===== src/rtl/ext_mem_loader.sv =====
// ext_mem_loader: host burst loader and CPU/host data-memory arbiter.
// Optional read-back path enabled by defining `LOADER_READBACK_EN.
module ext_mem_loader #(
  parameter int DATA_W    = 32,
  parameter int ADDR_W    = 32,
  parameter int LEN_W     = 8,
  parameter int ADDR_STEP = 4
) (
  input  logic              clk,
  input  logic              reset,
  input  logic              host_cmd_valid,
  output logic              host_cmd_ready,
  input  logic              host_cmd_write,
  input  logic [ADDR_W-1:0] host_cmd_addr,
  input  logic [LEN_W-1:0]  host_cmd_len,
  input  logic              host_wdata_valid,
  output logic              host_wdata_ready,
  input  logic [DATA_W-1:0] host_wdata,
  output logic              host_rdata_valid,
  output logic [DATA_W-1:0] host_rdata,
  input  logic              host_boot,
  output logic              cpu_reset,
  input  logic              cpu_MemWrite,
  input  logic [ADDR_W-1:0] cpu_DataAdr,
  input  logic [DATA_W-1:0] cpu_WriteData,
  output logic              mem_we,
  output logic [ADDR_W-1:0] mem_addr,
  output logic [DATA_W-1:0] mem_wdata,
  input  logic [DATA_W-1:0] mem_rdata,
  output logic              busy
);

`ifdef LOADER_READBACK_EN
  typedef enum logic [1:0] {
    IDLE  = 2'd0,
    WRITE = 2'd1,
    READ  = 2'd2,
    RUN   = 2'd3
  } state_t;
`else
  typedef enum logic [1:0] {
    IDLE  = 2'd0,
    WRITE = 2'd1,
    RUN   = 2'd3
  } state_t;
`endif

  localparam logic [ADDR_W-1:0] STEP = ADDR_W'(ADDR_STEP);

  state_t            state;
  logic [ADDR_W-1:0] addrQ;
  logic [LEN_W-1:0]  cntQ;

  // Burst sequencer: command latch, per-word address/count step, boot hand-off.
  always_ff @(posedge clk or posedge reset) begin
    if (reset) begin
      state <= IDLE;
      addrQ <= '0;
      cntQ  <= '0;
    end else begin
      case (state)
        IDLE: begin
          if (host_cmd_valid) begin
            addrQ <= host_cmd_addr;
            cntQ  <= host_cmd_len;
            if (host_cmd_write) begin
              state <= WRITE;
            end else begin
`ifdef LOADER_READBACK_EN
              state <= READ;
`else
              state <= IDLE;
`endif
            end
          end else if (host_boot) begin
            state <= RUN;
          end
        end
        WRITE: begin
          if (host_wdata_valid) begin
            addrQ <= addrQ + STEP;
            cntQ  <= cntQ - 1'b1;
            if (cntQ == '0) state <= IDLE;
          end
        end
`ifdef LOADER_READBACK_EN
        READ: begin
          addrQ <= addrQ + STEP;
          cntQ  <= cntQ - 1'b1;
          if (cntQ == '0) state <= IDLE;
        end
`endif
        RUN: state <= RUN;
        default: state <= IDLE;
      endcase
    end
  end

`ifdef LOADER_READBACK_EN
  logic              rValidQ;
  logic [DATA_W-1:0] rDataQ;

  // Read-back register: one word per READ cycle, one clock behind its address.
  always_ff @(posedge clk or posedge reset) begin
    if (reset) begin
      rValidQ <= 1'b0;
      rDataQ  <= '0;
    end else begin
      rValidQ <= (state == READ);
      if (state == READ) rDataQ <= mem_rdata;
    end
  end

  assign host_rdata_valid = rValidQ;
  assign host_rdata       = rDataQ;
  assign busy             = (state == WRITE) || (state == READ);
`else
  logic unusedRdata;
  assign unusedRdata      = ^mem_rdata;
  assign host_rdata_valid = 1'b0;
  assign host_rdata       = '0;
  assign busy             = (state == WRITE);
`endif

  assign host_cmd_ready   = (state == IDLE);
  assign host_wdata_ready = (state == WRITE);
  assign cpu_reset        = (state != RUN);

  // Memory port mux: host owns it until boot, the CPU owns it in RUN.
  always_comb begin
    mem_we    = 1'b0;
    mem_addr  = addrQ;
    mem_wdata = '0;
    case (state)
      WRITE: begin
        mem_we    = host_wdata_valid;
        mem_wdata = host_wdata;
      end
      RUN: begin
        mem_we    = cpu_MemWrite;
        mem_addr  = cpu_DataAdr;
        mem_wdata = cpu_WriteData;
      end
      default: begin
        mem_we    = 1'b0;
        mem_addr  = addrQ;
        mem_wdata = '0;
      end
    endcase
  end

endmodule


===== config.mk =====
export PLATFORM = sky130hd
export DESIGN_NAME = ext_mem_loader
export DESIGN_NICKNAME = d
export VERILOG_FILES = /design/src/rtl/ext_mem_loader.sv
export SDC_FILE = /design/constraint.sdc
export NUM_CORES = 1
export LEC_CHECK = 0
export CAP_MARGIN = 20
export CORE_MARGIN = 4
export CORE_UTILIZATION = 30
export DETAILED_ROUTE_END_ITERATION = 8
export GPL_TIMING_DRIVEN = 0
export PLACE_DENSITY = 0.73
export SLEW_MARGIN = 20
export SYNTH_ARGS = -nofsm -noshare
export SYNTH_HDL_FRONTEND = slang
export SYNTH_SLANG_ARGS = --single-unit

===== constraint.sdc =====
create_clock -name clk -period 2.1 [get_ports clk]
set_input_delay 0.315 -clock clk [delete_from_list [all_inputs] [get_ports clk]]
set_output_delay 0.315 -clock clk [all_outputs]
set_load 0.01 [all_outputs]

==> flow_summary.yaml, run 1 <==
run_status:
  status: "finished with violations"
  violations: "setup timing"
sta:
  setup_slack_ns: -0.02327
  finalSetupViolations: 6
  hold_ws_ns: 0.3405
  fin_crit_sh_pct: 101.1
  worst_slew_pin_slew_ns: 0.5551
  tns_ns: -0.06239
  final_hold_viol_count: 0
  rsz0062_at_grt: "true"
  finalMaxSlewViolations: 0
  period_needed_ns: 2.123
  max_freq_mhz: 471.0
  fin_skew_ns: 0.003126
  relSlewSlack_pct: 63.00
synth:
  synth_xor_area_share_pct: 0
  synthMuxAreaShare_pct: 11.40
  synth_top_family_by_area: "compound AO/OA/AOI/OAI gates"
  synth-async-reset-ratio_pct: 100.0
  synth-simple-area-share_pct: 21.34
  ys_seq_elements: 42
  synth_edf_count: 0
  synthTopCellsByArea: "dfrtp_1, mux2_2, a22o_1"
  synth_top_area_share_pct: 28.50
  synthTopCellsByCount: "dfrtp_1, a21oi_1, nand2_1, a22o_1"
  postSynthCellCount: 452
  ys_warn_count: 0
  yosysTopAreaCell: "dfrtp_1"
  ys_seq_area_share_pct: 28.50
  synth.distinct_cells: 49
  post-synth-top-count-cell: "dfrtp_1"
  synth_adder_area_share_pct: 2.036
  syn_area_mm2: 0.003687
  synth_compound_area_share_pct: 24.80
  synth_ff_type: "dfrtp_1"
  avgSynthCellArea_um2: 8.158
critical_path:
  worstPathMaxFanout: 8
  crit_required_ns: 1.78
  r2r_setup_slack_ns: 0.05
  r2r_end: "addrQ[13]"
  critPathKind: "flop to output pin"
  worstPathArrival_ns: 1.81
  start_kind: "flop"
  endpoint_kind: "output pin"
  ff2ff_path_depth: 8
  r2r-start: "state[1]"
route:
  ant_nets: 0
  vias: 4620
  drt-pass1-iter-count: 5
  drtIter0Drc: 343
  drt-wirelength-per-cell_um: 19.62
  via_per_inst: 5.329
  finalWirelength_mm: 17.01
  drc: 0
final_layout:
  final_util_pct: 55.59
  drive_gt1_share_pct: 24.06
  syn2layout_area_growth_pct: 81.10
  stdcell_count: 867
  final_nets: 899
grt:
  overflow: 0
  grt_pass1_vias: 4601
  antenna_found_initial: 0
  grt_max_degree: 29
  grt_pass1_wl_mm: 25.61
  grt_usage_pct: 22.44
cts:
  cts_buffer_depth: 2
  clkSinkCount: 42
  cts.clk_slew.worst_paths_ns: 0.06
  ctsHtreeMaxLevel: 2
  clkLatencyLatePin_ns: 0.28
  postCtsHoldBufs: 0
  cts_tree: "built"
  cts_buffers: 5
  root_buffer: "clkbuf_16"
placed_design:
  dpl.cell_count: 843
  hpwl_mm: 13.08
  routabilityCongestion: 0.9420
  io_buffers: 211
floorplan:
  ioPinCount: 277
  fp.dieArea_mm2: 0.01413
  start_util_pct: 30.70
  core_area_mm2: 0.01201
  die_w_um: 118.9
  die_h_um: 118.9
  core.rowCount: 40
hold_path:
  min_path_type: "input pin to async pin"
flow_run:
  maxCapViolations: 0
pwr:
  p_leak_nw: 2.972
  max-vdd-ir-drop_v: 0.0006145
  finalPower_mw: 8.312
  power_density_mw_per_mm2: 1245
-- critical path, cell delays in order, from the launching register on --
cell and delay [ns]:
dfrtp_1 0.43, inv_2 0.08, ha_4 0.17, clkbuf_16 0.16, clkbuf_16 0.17, clkbuf_16 0.16
a22o_1 0.21, buf_6 0.13
-- routing by layer --
metal / track usage [%] / up-vias / part of all wire, %
met3: 5.318 / 25 / 7.1
met5: 0 / - / 0
met4: 3.983 / 0 / 1.3
met2: 42.10 / 232 / 53
met1: 26.08 / 2208 / 39
li1: - / 2155 / -
-- cell type report --
class                   instances  area (um2)
repair buffers                229        2241
well taps                     147       183.9
clock inverters                 1       5.005
clock buffers                   7       142.6
diodes                          1       2.502
plain buffers                  68       586.8
inverters                      10       37.54
multi-input cells             362        2426
flip-flops and latches         42        1052
fillers                      1094        5334
-- per-stage QoR --
stage | area (um2) | worst slack, ns
global placement | 6103 | -1.007
detailed placement | 6123 | -1.101
finish | 6678 | -0.02327
floorplan | 3807 | 0.07902
CTS | 6326 | -0.1858
global route | 6675 | -0.06735
-- where the power goes --
part	switching [mW]	internal (mW)
registers	0.537	1.23
logic	2.91	2.85
clock network	0.314	0.472
total	3.76	4.55
-- cells in the final DEF, fill, tap and decap left out, types with 3 or more instances in the layout --
cell and instances:
clkdlybuf4s50_1 145, a22o_1 35, o21ai_0 22, clkbuf_16 12
nand3_1 33, nor3_4 3, nor3_1 9, conb_1 33
or3_1 4, a2bb2oi_1 3, ha_1 3, nor2_1 15
or4_1 5, dfrtp_1 41, buf_8 4, dlymetal6s2s_1 21
clkbuf_4 3, ha_4 3, o22ai_1 17, clkbuf_2 6
buf_2 30, clkbuf_1 7, mux2_2 30, and3_1 5
nand4_1 11, inv_1 8, mux2i_1 6, dlygate4sd2_1 10
nor4_2 3, a211oi_1 3, nand2b_1 6, buf_6 14
nand2_1 37, a21oi_1 39, buf_4 47
-- worst max-delay path by stage --
stage / startpoint / end / slack (ns) / cells after the start
5_1_grt: state[1] / mem_we / -0.07 / 7
3_3_place_gp: state[1] / mem_wdata[26] / -1.01 / 7
3_5_place_dp: state[1] / mem_wdata[26] / -1.10 / 7
6_report: state[1] / mem_we / -0.02 / 7
2_1_floorplan: state[1] / mem_wdata[0] / 0.08 / 6
4_1_cts: state[0] / mem_addr[13] / -0.19 / 4
-- flip-flops by register name, summed over array words and instances, names as in the netlist --
name	count
addrQ	32
cntQ	8
state	2
-- what timing repair did --
action / 4_1_cts / 5_1_grt
pin swaps: 1 / 32
endpoints found under the hold margin: 0 / 0
gates resized for setup: 207 / 70
gates cloned: 0 / 4
endpoints found under the setup margin: 107 / 95
setup buffers: 2 / 11
-- cell families (layout without fill, tap and decap cells) --
family,Yosys count,in the layout
compound gates,137,137
other cells,1,34
fa+ha+maj,6,6
flops,42,42
simple gates,148,148
mux,38,38
buf+inv,80,315
Power figures use the tool's default switching activity.
==> run 2: changes to the inputs <==
- PLACE_DENSITY: 0.73 -> 0.75
- clock period: 2.1 -> 1.9 ns (I/O delays scaled with it)
==> run 2 against run 1 <==
Net effect: the flow still finishes with violations (setup timing); sequential share of layout area shrank 0.67 points; combinational power rose by 24%; setup slack got worse by 0.11 ns; utilization grew 2.8 points; routed wire length increased by 9.7%; non-clock buffer count increased by 13; register-to-register slack hardly changed; critical path depth is the same; critical path type unchanged; largest cell class unchanged; largest power group unchanged.
==> flow_summary.yaml, run 2 (synthesis gave the netlist of run 1 again) <==
run_status:
  status: "finished with violations"
  violations: "setup timing"
placed_design:
  io_buffers: 211
  dpl.cell_count: 843
  hpwl_mm: 13.45
  routabilityCongestion: 0.8898
  post-place-ws_ns: -1.028
  placed_area_mm2: 0.006138
final_layout:
  stdcell_count: 879
  largest_reg_flops: 32
  final_util_pct: 58.42
  final_common_cell: "clkdlybuf4s50_1"
  reg_top3: "addrQ x32, cntQ x8, state x2"
  syn2layout_area_growth_pct: 90.30
  n_antenna_cell: 0
  nFillCells: 1058
  final_nets: 912
  final_cell_area_mm2: 0.007017
  final_cell_mix: "clkdlybuf4s50_1, buf_4, buf_6"
  drive_gt1_share_pct: 33.06
  top_register: "addrQ"
critical_path:
  cp_slowest_cell: "dfrtp_1"
  start_kind: "flop"
  endpoint_kind: "output pin"
  cp_common_cell: "clkbuf_16"
  worstPathMaxFanout: 6
  cpPeakStageDelay_ns: 0.41
  worstPathArrival_ns: 1.75
  crit_chain: "inv_2, ha_4, buf_8, clkbuf_16, clkbuf_16, a22o_4, buf_6"
  crit_required_ns: 1.62
  critPathKind: "flop to output pin"
sta:
  fin_crit_sh_pct: 107.2
  finalMaxSlewViolations: 0
  rsz0062_at_grt: "true"
  period_needed_ns: 2.036
  setup_slack_ns: -0.1361
  relSlewSlack_pct: 65.20
  worst_slew_pin_slew_ns: 0.5213
  fin_skew_ns: 0.003510
  max_freq_mhz: 491.1
  tns_ns: -5.086
  final_hold_viol_count: 0
  finalSetupViolations: 58
  hold_ws_ns: 0.3542
pwr:
  finalPower_mw: 10.08
  power_density_mw_per_mm2: 1436
  max-vdd-ir-drop_v: 0.0009116
  p_leak_nw: 3.059
route:
  drc: 0
  drt-wirelength-per-cell_um: 21.23
  finalWirelength_mm: 18.66
  drt-pass1-iter-count: 6
  via_per_inst: 5.509
  vias: 4842
  drtIter0Drc: 336
  ant_nets: 0
cts:
  clkSinkCount: 42
  cts_buffer_depth: 2
  cts_buffers: 5
  cts.clk_slew.worst_paths_ns: 0.06
  root_buffer: "clkbuf_16"
  clkLatencyLatePin_ns: 0.29
  cts_tree: "built"
  postCtsHoldBufs: 0
  ctsHtreeMaxLevel: 2
floorplan:
  start_util_pct: 30.70
  die_w_um: 118.9
  core_area_mm2: 0.01201
  fp.dieArea_mm2: 0.01413
  die_h_um: 118.9
  ioPinCount: 277
  core.rowCount: 40
grt:
  grt_usage_pct: 24.47
  grt_pass1_vias: 4777
  grt_max_degree: 23
  antenna_found_initial: 0
  grt_pass1_wl_mm: 27.46
  overflow: 0
flow_run:
  maxCapViolations: 0
hold_path:
  min_path_type: "input pin to async pin"
-- run 2: cell count changes in the layout (fill, tap and decap cells not counted), sizes merged --
cell,delta
dlygate4sd2,-9
clkinvlp,+2
diode,-1
clkdlybuf4s50,-2
clkdlybuf4s15,-1
dlymetal6s2s,-20
buf,+40
inv,-1
clkbuf,+4
-- run 2: cell type report --
type,instances,area [um2],share of cell area (%)
flip-flops and latches,42,1059,15.09
multi-input cells,362,2576,36.72
repair buffers,245,2371,33.79
inverters,10,41.29,0.5884
clock buffers,6,138.9,1.979
plain buffers,65,634.4,9.041
well taps,147,183.9,2.621
clock inverters,2,12.51,0.1783
-- run 2: worst paths after layout --
| kind | to | depth (start not counted) | slack, ns | start |
|---|---|---|---|---|
| setup / recovery | mem_wdata[17] | 7 | -0.14 | state[1] |
| hold reg to reg | addrQ[0] | 1 | 0.51 | addrQ[0] |
| min in group clk | addrQ[0] | 1 | 0.51 | addrQ[0] |
| max in group asynchronous | addrQ[15] | 3 | 1.04 | reset |
| setup reg to reg | addrQ[13] | 8 | 0.05 | state[1] |
| hold / removal | state[0] | 2 | 0.35 | reset |
-- run 2: timing repair --
action / CTS / global route
hold endpoints to repair: 0 / 0
gates resized for setup: 347 / 108
endpoints found under the setup margin: 105 / 109
gates cloned: 2 / 2
pin swaps: 18 / 14
buffers inserted: 17 / 12
-- run 2: layer usage --
layer  global-route usage, %  wire length (um)  share of wire [%]  vias up
li1                        -                 -                  -     2192
met3                   5.983              1717                9.2       58
met4                   9.051               770                4.1        0
met2                   43.34              9177                 49      321
met5                       0                 0                  0        -
met1                   28.54              6996                 37     2271
-- run 2: where the power goes --
| group | switching [mW] | leakage, nW | internal, mW |
|---|---|---|---|
| Clock | 0.382 | 0.0729 | 0.521 |
| Sequential | 0.653 | 0.478 | 1.37 |
| Combinational | 3.52 | 2.51 | 3.63 |
-- run 2: critical path, delay by kind of cell, from the launching register on --
| family | cells | cell delay, ns |
|---|---|---|
| buffers and inverters | 5 | 0.64 |
| AO/OA/AOI/OAI | 1 | 0.24 |
| adder cells (fa/ha/maj) | 1 | 0.16 |
| flip-flops | 1 | 0.41 |
